File: src/rtl/serial_adder.sv
// serial_adder: bit-serial adder/subtractor, LSB first through one full-adder cell with a registered carry
module serial_adder #(
    parameter int WIDTH = 8,
    parameter int CW    = $clog2(WIDTH) + 1
) (
    input  logic             clk,
    input  logic             rst_n,
    input  logic             start,
    input  logic             mode,
    input  logic             cin,
    input  logic [WIDTH-1:0] a,
    input  logic [WIDTH-1:0] b,
    output logic [WIDTH-1:0] sum,
    output logic             cout,
    output logic             ovf,
    output logic             busy,
    output logic             done
);
    typedef enum logic [1:0] {IDLE, RUN, DONE} state_t;

    state_t           r_state;
    logic [WIDTH-1:0] r_sa;
    logic [WIDTH-1:0] r_sb;
    logic [WIDTH-1:0] r_acc;
    logic             r_c;
    logic [CW-1:0]    r_cnt;
    logic             w_s;
    logic             w_c;
    logic             w_last;
    logic [WIDTH-1:0] w_acc_nx;

    // Full-adder cell on the operand LSBs; the new sum bit enters the accumulator at the MSB
    always_comb begin
        w_s      = r_sa[0] ^ r_sb[0] ^ r_c;
        w_c      = (r_sa[0] & r_sb[0]) | (r_c & (r_sa[0] ^ r_sb[0]));
        w_acc_nx = (r_acc >> 1) | (WIDTH'(w_s) << (WIDTH - 1));
        w_last   = r_cnt == CW'(WIDTH - 1);
    end

    // Control FSM and datapath; on the last bit r_c still holds the carry into the MSB
    always_ff @(posedge clk or negedge rst_n) begin
        if (!rst_n) begin
            r_state <= IDLE;
            r_sa    <= '0;
            r_sb    <= '0;
            r_acc   <= '0;
            r_c     <= 1'b0;
            r_cnt   <= '0;
            sum     <= '0;
            cout    <= 1'b0;
            ovf     <= 1'b0;
            busy    <= 1'b0;
            done    <= 1'b0;
        end else begin
            case (r_state)
                IDLE, DONE: begin
                    done <= 1'b0;
                    if (start) begin
                        r_sa    <= a;
                        r_sb    <= mode ? ~b : b;
                        r_c     <= mode | cin;
                        r_cnt   <= '0;
                        busy    <= 1'b1;
                        r_state <= RUN;
                    end else begin
                        r_state <= IDLE;
                    end
                end
                RUN: begin
                    r_sa  <= r_sa >> 1;
                    r_sb  <= r_sb >> 1;
                    r_acc <= w_acc_nx;
                    r_c   <= w_c;
                    r_cnt <= r_cnt + 1'b1;
                    if (w_last) begin
                        sum     <= w_acc_nx;
                        cout    <= w_c;
                        ovf     <= r_c ^ w_c;
                        busy    <= 1'b0;
                        done    <= 1'b1;
                        r_state <= DONE;
                    end
                end
                default: r_state <= IDLE;
            endcase
        end
    end
endmodule
File: config.mk
export PLATFORM = sky130hd
export DESIGN_NAME = serial_adder
export DESIGN_NICKNAME = d
export VERILOG_FILES = /design/src/rtl/serial_adder.sv
export SDC_FILE = /design/constraint.sdc
export NUM_CORES = 1
export LEC_CHECK = 0
export BUFFER_PORTS_ARGS = -buffer_cell sky130_fd_sc_hd__buf_2
export CAP_MARGIN = 20
export CORE_UTILIZATION = 45
export DETAILED_ROUTE_END_ITERATION = 8
export PLACE_DENSITY = 0.69
export SLEW_MARGIN = 10
export SYNTH_ARGS = -nofsm -noshare
export SYNTH_HDL_FRONTEND = slang
export SYNTH_SLANG_ARGS = --single-unit
File: constraint.sdc
create_clock -name clk -period 1.6 [get_ports clk]
set_clock_uncertainty 0.2 [all_clocks]
set_input_delay 0.08 -clock clk [delete_from_list [all_inputs] [get_ports clk]]
set_output_delay 0.08 -clock clk [all_outputs]
set_load 0.01 [all_outputs]
Word level (Yosys, flattened, before mapping)
Index checks and enable logic that the tools add are counted.

$add $sub $neg: 1. $mul: 0. Divide/modulo/power cells: 0. $lt $le $gt $ge: 0. Equality and inequality tests: 5. Shifts and indexed selects: 0. Mux-type cells: 17. Bitwise logic cells: 9. Reductions and logical operators: 7.

Operator list (number): $pmux W8 S2 (2); $mux W8 (3); $not A8 Y8 (1); $or A7 B8 Y8 (1); $pmux W4 S2 (1); $pmux W1 S2 (3); $reduce_and A2 Y1 (3); $mux W1 (5); $add A4 B1 Y4 const B (1); $eq A4 B3 Y1 const B (1); $mux W4 (1); $ne A2 B2 Y1 const B (2); $pmux W2 S2 (1); $reduce_and A3 Y1 (1); $xor A1 B1 Y1 (3); $and A1 B1 Y1 (2); $eq A2 B1 Y1 const B (1); $eq A2 B2 Y1 const B (1); $logic_not A2 Y1 (1); $mux W2 (1); $or A1 B1 Y1 (2); $reduce_bool A2 Y1 (1); $reduce_or A2 Y1 (1).

Register bits: 43. Bits in latches: 0. Bits in writable memories: 0. ROM bits: 0. Input bits: 21. Logic and storage cells: 50. Memories: 0.

Longest topological paths before layout
Word-level depth: 4. Depth in mapped cells: 5. Gate-level depth less buffers: 4.

Worst setup path after synthesis
No wires, ideal clock.

Path kind: reg-to-reg. Start: reg r_cnt[0]. End: reg cout. Setup time: 0.125 ns. Arrival: 1.371 ns. Data required time: 1.275 ns. Slack: -0.096 ns. Cell stages (with the launch flop): 6. Buffers on the path: 1. Path through: dfrtp_1 -> ha_1 -> nand2_1 -> nor3b_4 -> buf_6 -> mux2_2.

Cells in the longest elaborated chain, start to end: 2.

Ends and longest elaborated chain: start: declaration (line 26) `logic [CW-1:0] r_cnt;`; start signal: assignment (line 74) `r_cnt <= r_cnt + 1'b1;`; $eq A4 B3 Y1 (line 37) `w_last = r_cnt == CW'(WIDTH - 1);`; $reduce_and A2 Y1 (no line); end signal: assignment (line 77) `cout <= w_c;`; end: declaration (line 14) `output logic cout,`.

No other way between the ends. A chain may end at the register's enable or synchronous reset.

Worst setup path after layout
Start: reg r_state[1]. End: reg sum[7].

Cells in the longest elaborated chain, start to end: 2.

Ends and longest elaborated chain: start: declaration (line 21) `state_t r_state;`; start signal: assignment (line 43) `r_state <= IDLE;`; start signal: assignment (line 64) `r_state <= RUN;`; start signal: assignment (line 66) `r_state <= IDLE;`; $eq A2 B1 Y1 (line 55) `case (r_state)`; $reduce_and A2 Y1 (no line); end signal: assignment (line 76) `sum <= w_acc_nx;`; end: declaration (line 13) `output logic [WIDTH-1:0] sum,`.

No other way between the ends.

==> metrics.txt <==
Worst-Skew Late Latency=around 0.30 ns; number of global-route vias before repair=1244; Final nets=between 200 and 250; setup violators final=33; pwr dens=around 1900 nW/um2; Post-Place Cells=about 210; CORE AREA=~3700 um2; Worst-Margin Slew=approximately 0.51 ns; CP required=~1.6 ns; worst reg2reg path depth=5; Setup crit end=sum[7]$_DFFE_PN0P_; Hold Violations, Final=0; I/O pin cnt=33; Overflow after GRT=0; antenna-violating nets left=0; Cell variety after synth=23; fillers=approximately 280; fraction of synthesized cell area taken by the top area cell type=roughly three fifths; Post-Syn Instances=between 100 and 150; Vias/cell=around 5.1; clk slew on worst S/H paths=~0.080 ns; most frequent cell after synthesis=dfrtp_1; pre-CTS setup slack=-0.155 ns; layout cell share with drive strength beyond 1=between 40% and 50%; Seq cells post-synth=42; CP cell instances=and2b_2 > nor3b_4 > buf_6 > buf_12 > mux2_4; Setup crit start kind=flip-flop; met3 Use GR=roughly 5.3%; commonest register cell after synthesis=dfrtp_1; vias=approximately 1300; Crit Path Class=flip-flop to flip-flop; TritonCTS clock tree=done; FFs w/ async S/R, synth=100%; Final min period=around 1.7 ns; RD Place Congestion=0.718; period utilization=107%; r2r setup slk=-0.11 ns; Fmax achieved=~580 MHz; Critical Path AT=roughly 1.7 ns; drt wl/cell=about 14 um; die area=about 4200 um2; Post-synth EDFFs=0; FP Rows=22; reg2reg start=r_state[1]$_DFFE_PN0P_; final worst slack=-0.113 ns; P&R area growth vs syn=43.1%; DRT iter0 DRCs=between 60 and 70; Final Non-Filler Cells=roughly 250; syn nets=roughly 150; CTS buffer count=5; Synth area leaders=dfrtp_1 (59%), mux2_2 (11%), a22o_1 (5.4%); synth cell count leaders=dfrtp_1 (42), mux2_2 (18), a22o_1 (11), nor2_1 (11); Rel. slew slack=66.1%; DR pass1 iterations=4; gr busiest metal=met2; initial core utilization=a little under half; Crit Reg-Reg Endpoint=sum[7]$_DFFE_PN0P_; max-cap violation count=0; CTS root buf=clkbuf_8; register area share after synthesis=58.8%; CP Max Fanout=6; Global Route Usage Sum=18.6%; status=finished, violations left; DPL Wire Length=between 2 and 2.5 mm; Die Height=~65 um; Slew Viols, Final=0; IO Port Bufs=32; design area=2560 um2; Critical Path Max Stage Delay=roughly 0.37 ns; global-route wire length before repair=about 5.7 mm; RSZ-0062 raised after global routing=yes; leak pwr=between 0.001 and 0.0015 uW; WP buf/inv=2; CP max-delay cell=dfrtp_1; # clock sinks=42; CP delay by family, top=simple AND/OR/NAND/NOR gates; syn avg cell area=approximately 14 um2; Total Wirelength=3.56 mm; min-delay worst type=input pin to flip-flop; Synth Cell Area=1790 um2; Syn. warnings=0; grt met2 use=32.9%; die span in x=roughly 65 um; Area after DPL=2090 um2; clk buf depth=2; worst ir drop on vdd=~0.80 mV; crit path capture type=flip-flop; n_diodes=0; failing checks=negative setup slack; DR DRC count=0; GRT met1 Usage=between 20% and 30%; Pwr Total=4900 uW; largest net degree at the start of global routing=43; H-tree Lvls=2; CP Launch Point=r_state[1]$_DFFE_PN0P_; CP Depth=5; initial antenna violation count=0; post-synth top area cell=dfrtp_1
report_power, final:
part | total (uW) | switching, uW | internal [uW]
Clock | 817 | 358 | 459
Sequential | 1860 | 305 | 1560
Combinational | 2220 | 846 | 1370
Total | 4900 | 1510 | 3390
cell families after synthesis:
family                   synth area share, %
flip-flops                              58.8
AO/OA/AOI/OAI                           13.5
AND/OR/NAND/NOR                         6.16
multiplexers                            12.5
XOR/XNOR                                4.41
buffers and inverters                   2.80
adder cells (fa/ha/maj)                 1.82
sequential cells by signal (all words and copies together) (netlist names), 2 cells and up:
| name | flops |
|---|---|
| r_acc | 7 |
| r_cnt | 4 |
| r_sa | 8 |
| r_sb | 8 |
| r_state | 2 |
| sum | 8 |
worst min-delay path by stage:
stage / start / end / slack [ns] / cells past startpoint
CTS: start / r_state[0]$_DFFE_PN0P_ / 0.04 / 3
finish: start / r_state[0]$_DFFE_PN0P_ / 0.04 / 3
floorplan: rst_n / busy$_DFFE_PN0P_ / -0.42 / 0
detailed placement: rst_n / sum[1]$_DFFE_PN0P_ / -0.03 / 2
global route: start / r_state[0]$_DFFE_PN0P_ / 0.06 / 3
global placement: rst_n / r_acc[1]$_DFFE_PN0N_ / -0.03 / 2
per-layer routing:
| layer | routed length (um) | vias to the layer above |
|---|---|---|
| li1 | - | 607 |
| met1 | 1460 | 617 |
| met2 | 1900 | 32 |
| met3 | 131 | 7 |
| met4 | 72 | 0 |
| met5 | 0 | - |
worst reg2reg max path, cell delays in order, from the launching register on:
cell     delay, ns
dfrtp_1       0.37
and2b_2       0.26
nor3b_4       0.20
buf_6         0.15
buf_12        0.13
mux2_4        0.30
area by class of cell:
class                   count  area, um2  area share [%]
well taps                  48       60.1            2.35
flip-flops and latches     42       1050            41.1
multi-input cells          80        737            28.8
clock buffers               5       68.8            2.69
repair buffers             71        601            23.5
clock inverters             3       40.0            1.57
metrics by stage:
| step | setup TNS, ns | utilization, % | hold slack, ns |
|---|---|---|---|
| 3_3_place_gp | -1.15 | 55.8 | -0.0339 |
| 4_1_cts | -0.977 | 65.9 | 0.0386 |
| 3_5_place_dp | -2.54 | 55.8 | -0.0327 |
| 2_1_floorplan | -0.351 | - | -0.416 |
| 6_report | -2.42 | 68.3 | 0.0386 |
| 5_1_grt | -3.97 | 68.3 | 0.0615 |
repair_timing:
action	in CTS	in global routing
pin swaps	0	11
setup endpoints to repair	29	30
gates resized for setup	9	7
buffers inserted	4	2
cloned	1	2
endpoints found under the hold margin	59	0
hold buffers	18	0
placed cells by master (no fill, tap or decap), types with 5 or more instances in the layout:
| cell type | count |
|---|---|
| mux2_4 | 10 |
| a22o_1 | 11 |
| a221o_1 | 8 |
| dfrtp_1 | 42 |
| dlygate4sd3_1 | 18 |
| xnor2_1 | 7 |
| buf_4 | 12 |
| buf_2 | 32 |
| clkbuf_8 | 5 |
| mux2_2 | 8 |
| nor2_1 | 11 |
| a21o_1 | 8 |
No activity file was read; power rests on OpenSTA's default activity.
